===== src/rtl/bp_me_trace_pkg.sv =====
// Shared definitions for the trace replay driver.
//   bp_me_trace_op_e     : 4-bit command-ROM opcodes.
//   bp_me_trace_state_e  : driver control states.
//   `BP_ME_TRACE_DECLARE_ROM_ENTRY_S(ring_width) : ROM entry layout
//        {op[3:0], payload[ring_width-1:0]}, op in the top four bits.
package bp_me_trace_pkg;

  typedef enum logic [3:0] {
    e_op_nop  = 4'h0,
    e_op_send = 4'h1,
    e_op_recv = 4'h2,
    e_op_wait = 4'h3,
    e_op_done = 4'hF
  } bp_me_trace_op_e;

  typedef enum logic [1:0] {
    eRun  = 2'd0,
    eWait = 2'd1,
    eDone = 2'd2
  } bp_me_trace_state_e;

endpackage

`ifndef BP_ME_TRACE_ROM_ENTRY_MACRO
`define BP_ME_TRACE_ROM_ENTRY_MACRO
`define BP_ME_TRACE_DECLARE_ROM_ENTRY_S(ring_width_mp) \
  typedef struct packed { \
    logic [3:0]               op; \
    logic [ring_width_mp-1:0] payload; \
  } bp_me_trace_rom_entry_s
`endif


===== src/rtl/bp_me_trace_replay_driver.sv =====
// Trace replay driver: walks a command ROM and turns each entry into
// traffic toward the mock LCE.
//   clk_i, reset_n_i      : clock, asynchronous active-low reset.
//   en_i                  : global enable; low freezes PC, wait counter and
//                           suppresses both handshakes.
//   rom_addr_o/rom_data_i : registered PC out, combinational ROM entry in.
//   tr_pkt_o/_v_o/_yumi_i : outgoing packet, valid-yumi handshake.
//   tr_pkt_i/_v_i/_ready_o: returned packet, valid-ready handshake.
//   done_o                : program reached DONE (or aborted on error).
//   error_o               : sticky mismatch / illegal op / PC overflow.
//   mismatch_cnt_o        : saturating count of RECV compare failures.
module bp_me_trace_replay_driver
  import bp_me_trace_pkg::*;
#(
  parameter int ring_width_p      = 125,
  parameter int rom_addr_width_p  = 20,
  parameter int wait_width_p      = 16,
  parameter int cnt_width_p       = 16,
  localparam int rom_data_width_lp = 4 + ring_width_p
) (
  input  logic                         clk_i,
  input  logic                         reset_n_i,
  input  logic                         en_i,
  output logic [rom_addr_width_p-1:0]  rom_addr_o,
  input  logic [rom_data_width_lp-1:0] rom_data_i,
  output logic [ring_width_p-1:0]      tr_pkt_o,
  output logic                         tr_pkt_v_o,
  input  logic                         tr_pkt_yumi_i,
  input  logic [ring_width_p-1:0]      tr_pkt_i,
  input  logic                         tr_pkt_v_i,
  output logic                         tr_pkt_ready_o,
  output logic                         done_o,
  output logic                         error_o,
  output logic [cnt_width_p-1:0]       mismatch_cnt_o
);

  `BP_ME_TRACE_DECLARE_ROM_ENTRY_S(ring_width_p);

  bp_me_trace_rom_entry_s  entry;
  bp_me_trace_op_e         op;
  logic [wait_width_p-1:0] wait_n;

  assign entry  = rom_data_i;
  assign op     = bp_me_trace_op_e'(entry.op);
  assign wait_n = entry.payload[wait_width_p-1:0];

  bp_me_trace_state_e          state_r, state_n;
  logic [rom_addr_width_p-1:0] pc_r, pc_n;
  logic [wait_width_p-1:0]     wait_r, wait_nxt;
  logic [cnt_width_p-1:0]      cnt_r, cnt_n;
  logic                        err_r, err_n;
  logic                        adv;
  logic                        pkt_v, pkt_ready;

  always_ff @(posedge clk_i or negedge reset_n_i) begin
    if (!reset_n_i) begin
      state_r <= eRun;
      pc_r    <= '0;
      wait_r  <= '0;
      cnt_r   <= '0;
      err_r   <= 1'b0;
    end else begin
      state_r <= state_n;
      pc_r    <= pc_n;
      wait_r  <= wait_nxt;
      cnt_r   <= cnt_n;
      err_r   <= err_n;
    end
  end

  always_comb begin
    state_n   = state_r;
    pc_n      = pc_r;
    wait_nxt  = wait_r;
    cnt_n     = cnt_r;
    err_n     = err_r;
    adv       = 1'b0;
    pkt_v     = 1'b0;
    pkt_ready = 1'b0;

    unique case (state_r)
      eRun: begin
        unique case (op)
          e_op_nop:  adv = en_i;
          e_op_send: begin
            pkt_v = en_i;
            adv   = en_i & tr_pkt_yumi_i;
          end
          e_op_recv: begin
            pkt_ready = en_i;
            if (en_i && tr_pkt_v_i) begin
              adv = 1'b1;
              if (tr_pkt_i != entry.payload) begin
                err_n = 1'b1;
                if (cnt_r != '1) cnt_n = cnt_r + 1'b1;
              end
            end
          end
          e_op_wait: begin
            if (en_i) begin
              // WAIT 0 is a one-cycle entry; otherwise eWait
              // burns the remaining n cycles.
              if (wait_n == '0) begin
                adv = 1'b1;
              end else begin
                wait_nxt = wait_n;
                state_n  = eWait;
              end
            end
          end
          e_op_done: if (en_i) state_n = eDone;
          default: begin
            if (en_i) begin
              err_n   = 1'b1;
              state_n = eDone;
            end
          end
        endcase
      end
      eWait: begin
        if (en_i) begin
          if (wait_r == wait_width_p'(1)) begin
            adv     = 1'b1;
            state_n = eRun;
          end else begin
            wait_nxt = wait_r - 1'b1;
          end
        end
      end
      default: ;
    endcase

    // Running off the end of the ROM is an error, never a wrap to 0.
    if (adv) begin
      if (&pc_r) begin
        err_n   = 1'b1;
        state_n = eDone;
      end else begin
        pc_n = pc_r + 1'b1;
      end
    end
  end

  // Handshake outputs are forced low while reset is held, even though the
  // cleared state may point at a SEND/RECV entry.
  assign tr_pkt_v_o     = pkt_v & reset_n_i;
  assign tr_pkt_ready_o = pkt_ready & reset_n_i;
  assign tr_pkt_o       = entry.payload;
  assign rom_addr_o     = pc_r;
  assign done_o         = (state_r == eDone);
  assign error_o        = err_r;
  assign mismatch_cnt_o = cnt_r;

endmodule

===== config.mk =====
export PLATFORM = sky130hd
export DESIGN_NAME = bp_me_trace_replay_driver
export DESIGN_NICKNAME = d
export VERILOG_FILES = /design/src/rtl/bp_me_trace_pkg.sv /design/src/rtl/bp_me_trace_replay_driver.sv
export SDC_FILE = /design/constraint.sdc
export NUM_CORES = 1
export LEC_CHECK = 0
export BUFFER_PORTS_ARGS = -buffer_cell sky130_fd_sc_hd__buf_4
export CAP_MARGIN = 20
export CORE_AREA = 2 2 166 168
export DETAILED_ROUTE_END_ITERATION = 8
export DIE_AREA = 0 0 168 170
export GPL_TIMING_DRIVEN = 0
export HOLD_SLACK_MARGIN = 0.06
export PLACE_DENSITY = 0.52
export SLEW_MARGIN = 25
export SYNTH_ARGS = -nofsm -noshare
export SYNTH_HDL_FRONTEND = slang
export SYNTH_SLANG_ARGS = --single-unit

===== constraint.sdc =====
create_clock -name clk_i -period 3 [get_ports clk_i]
set_input_delay 0.45 -clock clk_i [delete_from_list [all_inputs] [get_ports clk_i]]
set_output_delay 0.45 -clock clk_i [all_outputs]
set_load 0.005 [all_outputs]

==> results.json <==
{
  "outcome": "finished clean",
  "fmax_mhz": 359,
  "initial_core_util": 0.202,
  "grt_max_degree": 57,
  "powerDensity_mw_per_mm2": 247,
  "reg2reg_from": "wait_r[6]",
  "final_common_cell": "buf_4",
  "synth_top_area_frac": 0.256,
  "crit_chain": "buf_4 > xnor2_1 > nand4_1 > nor4_2 > nand3_1 > nor3_4 > buf_2 > nor4_1 > xor2_1",
  "synth_area_leader_cell": "dfrtp_1",
  "finalWeightedCongestion": 0.879,
  "rrSetupSlack_ns": 0.57,
  "dp.cells": 1374,
  "clock_latency_ns": 0.30,
  "syn_inst": 610,
  "final_max_slew_viol_count": 0,
  "rsz0062_at_grt": "no",
  "worstPathRequired_ns": 3.16,
  "crit_type": "in2reg",
  "grt_first_pass_wirelength_um": 34600,
  "avgRoutedWirePerCell_um": 17.6,
  "tns_ns": 0,
  "die_h_um": 170,
  "worst-r2r-cell-count": 7,
  "synth_area_leaders": "dfrtp_1, xnor2_1, buf_4, xor2_1, nand4_1",
  "switching_share": 0.273,
  "ys_seq_area_frac": 0.256,
  "core_area_mm2": 0.0267,
  "synth-edff-count": 0,
  "regToRegEndpoint": "wait_r[14]",
  "worst-path-max-fanout": 10,
  "cts-htree-levels": 2,
  "grt_pass1_vias": 5568,
  "drv_cap": 0,
  "fp-row-count": 60,
  "finalNetCount": 1303,
  "mostFrequentLayoutCells": "buf_4, xnor2_1, dfrtp_1",
  "grt_overflow_total": 0,
  "instances_no_fill": 1382,
  "synth_warnings": 0,
  "pwr-share-comb": 0.388,
  "end_kind": "flop",
  "vias_per_cell": 4.12,
  "hold_viol": 0,
  "maxSlewHeadroom": 0.404,
  "report.final.setup_viol": 0,
  "async_flop_share": 1.00,
  "ir_worst_vdd_v": 0.000257,
  "pin_count": 424,
  "clockBufferDepth": 2,
  "cts-buffers-inserted": 5,
  "period_needed_ns": 2.79,
  "synth_top_flop_cell": "dfrtp_1",
  "synth_area_mm2": 0.00538,
  "vias": 5692,
  "syn_nets": 873,
  "pwr-share-clk": 0.272,
  "worst-endpoint-arrival_ns": 2.95,
  "clk_pin_slew_ns": 0.07,
  "cts_setup_buffers": 0,
  "synth_cell_types": 50,
  "die-width_um": 168,
  "cts-root-buf": "clkbuf_16",
  "p_leak_uw": 0.00450,
  "area_growth_pct": 70.1,
  "power.internal_uw": 1640,
  "switchingPower_uw": 617,
  "cts_tree": "yes",
  "dieArea_mm2": 0.0286,
  "ant_nets": 0,
  "grt_use_total": 0.160,
  "finalWirelength_um": 24300,
  "route.detailed.drc": 0,
  "finClkSkew_ns": 0.00752,
  "power_frac_seq": 0.340,
  "syn_area_per_cell_um2": 8.81,
  "crit_slowest_cell": "nor4_2",
  "slowest_delay_ns": 0.59,
  "dr.first_iter.drc_count": 225,
  "drive_gt1_frac": 0.560,
  "synth_seq_cells": 55,
  "post-route-period-util": 0.928,
  "clock_sinks": 55,
  "antenna_found_initial": 0,
  "min-delay-path-class": "in2async",
  "insertedDiodeCount": 0,
  "startpoint_type": "primary input",
  "drt-pass1-iter-count": 4,
  "tightest_slew_ns": 0.887,
  "dpl.hpwl_um": 21000,
  "io_buffers": 423
}
-- flip-flops by register name, summed over array words and instances, names as in the netlist --
name	flops
error_o	1
mismatch_cnt_o	16
wait_r	16
rom_addr_o	20
state_r	2
-- metrics by stage --
stage | util | power, uW | worst slack (ns) | area, um^2 | hold slack, ns
2_1_floorplan | - | 1110 | 0.965 | 5380 | 0.154
3_3_place_gp | 0.337 | 1670 | -0.508 | 8980 | 0.460
3_5_place_dp | 0.337 | 1670 | -0.545 | 8980 | 0.467
4_1_cts | 0.343 | 2300 | 0.0772 | 9140 | 0.233
5_1_grt | 0.343 | 2390 | 0.0667 | 9150 | 0.257
6_report | 0.343 | 2260 | 0.215 | 9150 | 0.202
-- area by class of cell --
| cell class | count | area (um^2) |
|---|---|---|
| clock buffer | 6 | 139 |
| buffer | 136 | 997 |
| timing repair buffer | 423 | 3180 |
| multi-input combinational | 403 | 2960 |
| fill | 2778 | 17500 |
| sequential | 55 | 1380 |
| inverter | 16 | 60.1 |
| tap | 341 | 427 |
| clock inverter | 2 | 16.3 |
-- cells by family (layout without fill, tap and decap cells) --
| group | count (synthesis) | in the layout | synth area share |
|---|---|---|---|
| AOI/OAI and AO/OA | 59 | 59 | 0.0675 |
| muxes | 3 | 3 | 0.00605 |
| xor gates and xnor gates | 157 | 157 | 0.256 |
| and+or+nand+nor | 180 | 180 | 0.209 |
| adders and majority gates | 4 | 4 | 0.00931 |
| DFF | 55 | 55 | 0.256 |
| buffers and inverters | 152 | 583 | 0.197 |
-- what timing repair did --
| item | CTS | global route |
|---|---|---|
| hold buffers | 0 | 0 |
| pin swaps | 0 | 0 |
| gates cloned | 0 | 0 |
| hold endpoints to repair | 0 | 0 |
| resized for setup | 1 | 1 |
| endpoints found under the setup margin | 13 | 12 |
-- layer usage --
metal / global-route usage / vias to the layer above / part of all wire
met5: 0 / - / 0
met4: 0.0204 / 0 / 0.0063
met3: 0.0293 / 7 / 0.061
met2: 0.277 / 213 / 0.50
met1: 0.211 / 2618 / 0.43
li1: - / 2854 / -
-- power by group through the flow --
stage | sequential [uW] | clock, uW | combinational [uW]
6_report | 769 | 614 | 878
5_1_grt | 771 | 674 | 943
4_1_cts | 769 | 645 | 890
3_5_place_dp | 783 | 0 | 883
3_3_place_gp | 783 | 0 | 883
2_1_floorplan | 780 | 0 | 326
-- worst max path at each step --
stage / startpoint / endpoint / slack [ns] / cells after the start
2_1_floorplan: rom_data_i[5] / error_o / 0.97 / 7
3_3_place_gp: rom_data_i[22] / mismatch_cnt_o[13] / -0.51 / 9
3_5_place_dp: rom_data_i[22] / mismatch_cnt_o[13] / -0.54 / 9
4_1_cts: rom_data_i[22] / mismatch_cnt_o[13] / 0.08 / 9
5_1_grt: rom_data_i[43] / mismatch_cnt_o[13] / 0.07 / 9
6_report: rom_data_i[22] / mismatch_cnt_o[13] / 0.21 / 9
-- cells in the mapped netlist (all sizes together) (5+ instances only) --
| master | instances |
|---|---|
| nand3 | 16 |
| nor4 | 30 |
| dfrtp | 55 |
| nor3 | 19 |
| and4 | 5 |
| xor2 | 36 |
| clkbuf | 7 |
| nor3b | 5 |
| and3 | 7 |
| nor2 | 28 |
| xnor2 | 121 |
| nand2 | 16 |
| inv | 16 |
| nand4 | 38 |
| a22oi | 6 |
| buf | 129 |
| a21oi | 15 |
| o21ai | 22 |
-- worst max-delay path, delay by kind of cell --
kind,cells,cell delay (ns)
XOR/XNOR,2,0.49
buffers and inverters,2,0.44
AND/OR/NAND/NOR,5,1.55
Note: power is estimated with default switching activity, not from simulation.
